`src/rtl/keypad_scanner.sv`:
```
// keypad_scanner: column scanner for a 4x4 active-low matrix keypad.
// The columns are driven low one at a time. The pulled-up rows pass through a
// 2-FF synchronizer. When a key is found, scanning stops and the key is held.
// The column starts moving again only after the latched row has read released
// for RELEASE_CYCLES consecutive cycles.
// Optional feature: define KEYPAD_GHOST_REJECT_EN to ignore samples in which
// more than one row is active.
module keypad_scanner #(
  parameter int SCAN_DIV       = 3000,
  parameter int RELEASE_CYCLES = 3000
) (
  input  logic       clk,
  input  logic       rst,
  input  logic [3:0] row_n,
  output logic [3:0] col_n,
  output logic       key_pressed,
  output logic [3:0] row_idx,
  output logic [3:0] col_idx
);

  localparam int CNT_MAX = (SCAN_DIV > RELEASE_CYCLES) ? SCAN_DIV : RELEASE_CYCLES;
  localparam int CNT_W   = $clog2(CNT_MAX + 1);

  localparam logic [CNT_W-1:0] SCAN_LAST = CNT_W'(SCAN_DIV - 1);
  localparam logic [CNT_W-1:0] REL_LAST  = CNT_W'(RELEASE_CYCLES - 1);
  localparam logic [CNT_W-1:0] CNT_SAT   = CNT_W'(CNT_MAX);

  typedef enum logic [1:0] {DRIVE, SAMPLE, HOLD, RELEASE} state_t;

  state_t           state_q, state_d;
  logic [CNT_W-1:0] cnt_q, cnt_d, cnt_inc;
  logic [3:0]       col_n_q, col_n_d;
  logic             key_pressed_q, key_pressed_d;
  logic [3:0]       row_idx_q, row_idx_d;
  logic [3:0]       col_idx_q, col_idx_d;
  logic [3:0]       sync1_q, sync2_q;
  logic [3:0]       rows;
  logic             sample_hit;
  logic             latched_hit;

  // Lowest active row wins when several rows are down on one column.
  function automatic logic [3:0] lowest_one(input logic [3:0] v);
    casez (v)
      4'b???1: lowest_one = 4'b0001;
      4'b??10: lowest_one = 4'b0010;
      4'b?100: lowest_one = 4'b0100;
      4'b1000: lowest_one = 4'b1000;
      default: lowest_one = 4'b0000;
    endcase
  endfunction

  // Two-stage synchronizer. It idles at "all released" (1111) so that no
  // phantom hit appears out of reset.
  // NOTE: sequential state uses non-blocking assignments, so every flop sees
  // the pre-edge values of the other flops.
  always_ff @(posedge clk or posedge rst) begin
    if (rst) begin
      sync1_q <= 4'b1111;
      sync2_q <= 4'b1111;
    end else begin
      sync1_q <= row_n;
      sync2_q <= sync1_q;
    end
  end

  assign rows        = ~sync2_q;
  assign latched_hit = |(rows & row_idx_q);
  // The counter saturates instead of wrapping.
  assign cnt_inc     = (cnt_q == CNT_SAT) ? cnt_q : cnt_q + CNT_W'(1);

`ifdef KEYPAD_GHOST_REJECT_EN
  logic multi_row;
  // More than one row active is treated as a ghosting pattern, not a key.
  assign multi_row  = (rows & (rows - 4'd1)) != 4'd0;
  assign sample_hit = (rows != 4'd0) && !multi_row;
`else
  assign sample_hit = (rows != 4'd0);
`endif

  // Next-state logic for the scan, hold and release sequence.
  // NOTE: every *_d signal starts from its hold value before the case, so no
  // path through the case can infer a latch.
  always_comb begin
    state_d       = state_q;
    cnt_d         = cnt_q;
    col_n_d       = col_n_q;
    key_pressed_d = key_pressed_q;
    row_idx_d     = row_idx_q;
    col_idx_d     = col_idx_q;
    case (state_q)
      DRIVE: begin
        cnt_d = cnt_inc;
        if (cnt_q == SCAN_LAST) state_d = SAMPLE;
      end
      SAMPLE: begin
        cnt_d = '0;
        if (sample_hit) begin
          row_idx_d     = lowest_one(rows);
          col_idx_d     = ~col_n_q;
          key_pressed_d = 1'b1;
          state_d       = HOLD;
        end else begin
          col_n_d = {col_n_q[2:0], col_n_q[3]};
          state_d = DRIVE;
        end
      end
      HOLD: begin
        if (!latched_hit) begin
          cnt_d         = '0;
          key_pressed_d = 1'b0;
          state_d       = RELEASE;
        end
      end
      RELEASE: begin
        if (latched_hit) begin
          // A bounce back to pressed restarts the release qualification.
          cnt_d         = '0;
          key_pressed_d = 1'b1;
          state_d       = HOLD;
        end else if (cnt_q == REL_LAST) begin
          cnt_d     = '0;
          row_idx_d = 4'b0000;
          col_idx_d = 4'b0000;
          col_n_d   = {col_n_q[2:0], col_n_q[3]};
          state_d   = DRIVE;
        end else begin
          cnt_d = cnt_inc;
        end
      end
      default: begin
        state_d = DRIVE;
        cnt_d   = '0;
      end
    endcase
  end

  // Scanner state and registered outputs.
  always_ff @(posedge clk or posedge rst) begin
    if (rst) begin
      state_q       <= DRIVE;
      cnt_q         <= '0;
      col_n_q       <= 4'b1110;
      key_pressed_q <= 1'b0;
      row_idx_q     <= 4'b0000;
      col_idx_q     <= 4'b0000;
    end else begin
      state_q       <= state_d;
      cnt_q         <= cnt_d;
      col_n_q       <= col_n_d;
      key_pressed_q <= key_pressed_d;
      row_idx_q     <= row_idx_d;
      col_idx_q     <= col_idx_d;
    end
  end

  assign col_n       = col_n_q;
  assign key_pressed = key_pressed_q;
  assign row_idx     = row_idx_q;
  assign col_idx     = col_idx_q;

endmodule

```
`config.mk`:
```
export PLATFORM = sky130hd
export DESIGN_NAME = keypad_scanner
export DESIGN_NICKNAME = d
export VERILOG_FILES = /design/src/rtl/keypad_scanner.sv
export SDC_FILE = /design/constraint.sdc
export NUM_CORES = 1
export LEC_CHECK = 0
export CORE_ASPECT_RATIO = 1.1
export CORE_UTILIZATION = 44
export DETAILED_ROUTE_END_ITERATION = 8
export PLACE_DENSITY = 0.75
export SYNTH_ARGS = -nofsm -noshare
export SYNTH_HDL_FRONTEND = slang
export SYNTH_SLANG_ARGS = --single-unit
```
`constraint.sdc`:
```
create_clock -name clk -period 3.2 [get_ports clk]
set_clock_uncertainty 0.1 [all_clocks]
set_input_delay 0.32 -clock clk [delete_from_list [all_inputs] [get_ports clk]]
set_output_delay 0.32 -clock clk [all_outputs]
set_load 0.05 [all_outputs]
```
==> impl_summary.txt <==
----------------------------------------------------
[Status]
  Run status ... finished, final reports clean

[Worst setup path]
  Crit path kind ... reg2reg
  Number of cells traversed by the worst register-to-register path ... 5
  Capturing element type of the critical path ... flop
  Largest driver fanout on the critical path ... 8
  Critical path data arrival time ... 2570 ps
  Worst EP required ... 3320 ps
  Type of origin of the critical path ... flop

[STA]
  Relative slew margins ... 66.5%
  Minimum clock period after layout ... 2440 ps
  Unrepaired setup endpoints after global routing ... false
  Period Utilization, post-route ... 76.4%
  Slew of the pin with the lowest slew margin ... 500 ps
  Final hold viol count ... 0
  Final setup violation count ... 0
  Max-slew violation count ... 0
  Max Freq ... 0.409 GHz
  Sum Neg Setup Slack ... 0 ps

[Global route]
  Overall track demand over capacity in global routing ... 18.3%
  Wire length of the first global-routing pass ... 5520 microns
  Initial antenna violation count ... 0
  Maximum number of pins on one net before global-route repair ... 36
  GR Overflow Total ... 0
  Number of global-route vias before repair ... 1267

[Die]
  I/O pin total ... 19
  Area of the core region ... 3680 sq um
  Horizontal die dimension ... 61.4 microns
  Area enclosed by the die boundary ... 4140 sq um
  Std-Cell Rows ... 23
  Die Ht ... 67.4 microns
  Initial Utilization ... 46.4%

[Cells and area]
  Synthesis-to-finish area growth ... 19.3%
  Layout fillers ... 341
  Share of post-route cells with drive strength above 1 ... 19.8%
  Final nets ... 194
  Area of the multi-input gates ... 737 sq um
  Register area ... 890 sq um
  Commonest cells after routing, fill and taps aside ... sky130_fd_sc_hd__dfrtp_1 (24), sky130_fd_sc_hd__clkdlybuf4s50_1 (18), sky130_fd_sc_hd__nand2_1 (16), sky130_fd_sc_hd__o21ai_0 (13), sky130_fd_sc_hd__dfstp_2 (11)
  Number of diodes ... 0
  Commonest non-fill, non-tap cell in the layout ... sky130_fd_sc_hd__dfrtp_1

[Min path]
  Worst hold path cell count ... 0
  Min-Delay Path Class ... reg2reg

[Yosys]
  Xor and xnor fraction of the mapped netlist area ... 0.512%
  Synthesized area ... 1710 sq um
  Proportion of synthesized flip-flops having asynchronous set or reset ... 100%
  Register bit total from synthesis ... 35
  Simple-gate portion of the synthesized area ... 20.9%
  Area fraction in compound gates after synthesis ... 15.7%
  Proportion of synthesized area in mux cells ... 4.61%
  Syn_nets ... 173
  Mean post-synth cell area ... 10.4 sq um
  Share of Yosys cell area claimed by the top area cell type ... 35.1%
  Post-synthesis cell type count ... 41
  Sequential share of the synthesized area ... 52.0%
  Top area cells in the synthesized netlist ... sky130_fd_sc_hd__dfrtp_1 (35%), sky130_fd_sc_hd__dfstp_2 (17%), sky130_fd_sc_hd__mux2_2 (4.6%)
  Count of flip-flops with a built-in enable after synthesis ... 0
  Leading area contributor after synthesis ... sky130_fd_sc_hd__dfrtp_1
  Area share of fa/ha/maj cells after synthesis ... 1.46%
  Warning count from the yosys run ... 0
  Synthesized instance count ... 165
  Most instantiated flip-flop cell in the synthesis netlist ... sky130_fd_sc_hd__dfrtp_1
  Combinational family with the most area after synthesis ... simple AND/OR/NAND/NOR gates

[Place]
  Weighted congestion at the end of routability-driven global placement ... 0.842
  Final HPWL DP ... 2460 microns
  Quantity of I/O buffers inserted on ports ... 18

[Clock network]
  Post-CTS Hold Buffers ... 0
  Deepest clock path buffer count ... 2
  Num Clock Sinks ... 35
  Number of gates resized after CTS ... 0
  Post-CTS setup buffer count ... 0
  Clk Latency, worst-skew pair ... 290 ps
  Post-CTS clock slew at the launch and capture registers of the worst setup and hold paths ... 70 ps
  H-tree Lvls ... 2
  CTS root buffer ... sky130_fd_sc_hd__clkbuf_8
  Clock tree from TritonCTS ... built
  Number of buffers added by the clock tree synthesis step ... 5

[Power]
  Peak supply drop ... 268 uV
  Pwr Total ... 862 uW
  Ratio of total power to cell area ... 423 nW/um^2
  Leakage ... 0.893 nW

[Run]
  # Max-Cap Violations ... 0

[Routing]
  WL final ... 3370 microns
  Antenna viol nets, final ... 0
  DRC viols ... 0
  Routed WL per cell ... 14.2 microns
  Vias ... 1324
  Vias per cell ... 5.59
  First-pass iteration count of the detailed router ... 4
  Starting DRC count in detailed routing ... 58

----------------------------------------------------
## cell type report
cell class,count,share of cell area [%]
clock buffers,5,3.38
inverters,9,1.66
clock inverters,3,2.15
multi-input cells,114,36.2
flip-flops and latches,35,43.6
repair buffers,21,9.94
well taps,50,3.07
## state kept, by name (all words and copies together) (netlist names)
name and cells:
col_n 4, state_q 2, row_idx 4, sync1_q 4, key_pressed 1, cnt_q 12
col_idx 4, sync2_q 4
## power by group
group | internal (mW) | switching (mW)
clock | 0.232 | 0.156
sequential | 0.452 | 0.00403
combinational | 0.00753 | 0.0109
## Yosys cell counts, types with 2 or more instances
master and number:
sky130_fd_sc_hd__nor3_1 5, sky130_fd_sc_hd__or3_1 3, sky130_fd_sc_hd__nand2_1 16, sky130_fd_sc_hd__dfrtp_1 24, sky130_fd_sc_hd__and4_2 2, sky130_fd_sc_hd__mux2_2 7
sky130_fd_sc_hd__and3_1 3, sky130_fd_sc_hd__nand4_1 6, sky130_fd_sc_hd__clkbuf_8 2, sky130_fd_sc_hd__a22o_1 7, sky130_fd_sc_hd__dfstp_2 11, sky130_fd_sc_hd__inv_1 9
sky130_fd_sc_hd__o21ai_0 13, sky130_fd_sc_hd__ha_1 2, sky130_fd_sc_hd__a21oi_1 9, sky130_fd_sc_hd__nand3_1 7, sky130_fd_sc_hd__clkbuf_1 3, sky130_fd_sc_hd__a21o_1 3
sky130_fd_sc_hd__or4_1 2, sky130_fd_sc_hd__buf_2 2, sky130_fd_sc_hd__nor2_1 4, sky130_fd_sc_hd__nor2b_1 5, sky130_fd_sc_hd__o31ai_1 2
## worst paths after layout
check | startpoint | to | slack, ps
max reg2reg | sync2_q[3]$_DFF_PP1_ | cnt_q[11]$_DFFE_PP0P_ | 760
min in group asynchronous | rst | row_idx[2]$_DFFE_PP0P_ | 330
min reg2reg | sync1_q[3]$_DFF_PP1_ | sync2_q[3]$_DFF_PP1_ | 250
max in group asynchronous | rst | col_n[1]$_DFFE_PP1P_ | 2310
max | sync2_q[3]$_DFF_PP1_ | cnt_q[11]$_DFFE_PP0P_ | 760
min | sync1_q[3]$_DFF_PP1_ | sync2_q[3]$_DFF_PP1_ | 250
## layer usage
layer	vias to the layer above	track usage [%]	wire (microns)	share of wire, %
met1	658	22.4	1490	44
li1	637	-	-	-
met5	-	0	0	0
met2	25	30.0	1730	51
met3	4	4.79	101	3.0
met4	0	8.06	41	1.2
## stage by stage
step / util (%) / hold slack [ps] / area (sq um) / setup slack, ps / instances
2_1_floorplan: - / 224 / 1710 / 688 / 165
3_3_place_gp: 52.3 / 247 / 1930 / 821 / 229
3_5_place_dp: 52.3 / 247 / 1930 / 795 / 229
4_1_cts: 55.3 / 250 / 2040 / 774 / 237
5_1_grt: 55.3 / 250 / 2040 / 668 / 237
6_report: 55.3 / 250 / 2040 / 755 / 237
## cells by family after synthesis
family,count (synthesis)
AOI/OAI and AO/OA,41
xor gates and xnor gates,1
adders and majority gates,2
buffers and inverters,16
DFF,35
muxes,7
and+or+nand+nor,63
## critical path: stages (launching register included)
cell and delay [ps]:
sky130_fd_sc_hd__dfstp_2 560, sky130_fd_sc_hd__nor2b_1 60, sky130_fd_sc_hd__or4_1 630, sky130_fd_sc_hd__o31a_1 430
sky130_fd_sc_hd__or4_1 520, sky130_fd_sc_hd__nand3_1 90
(Power assumes the default switching activity.)
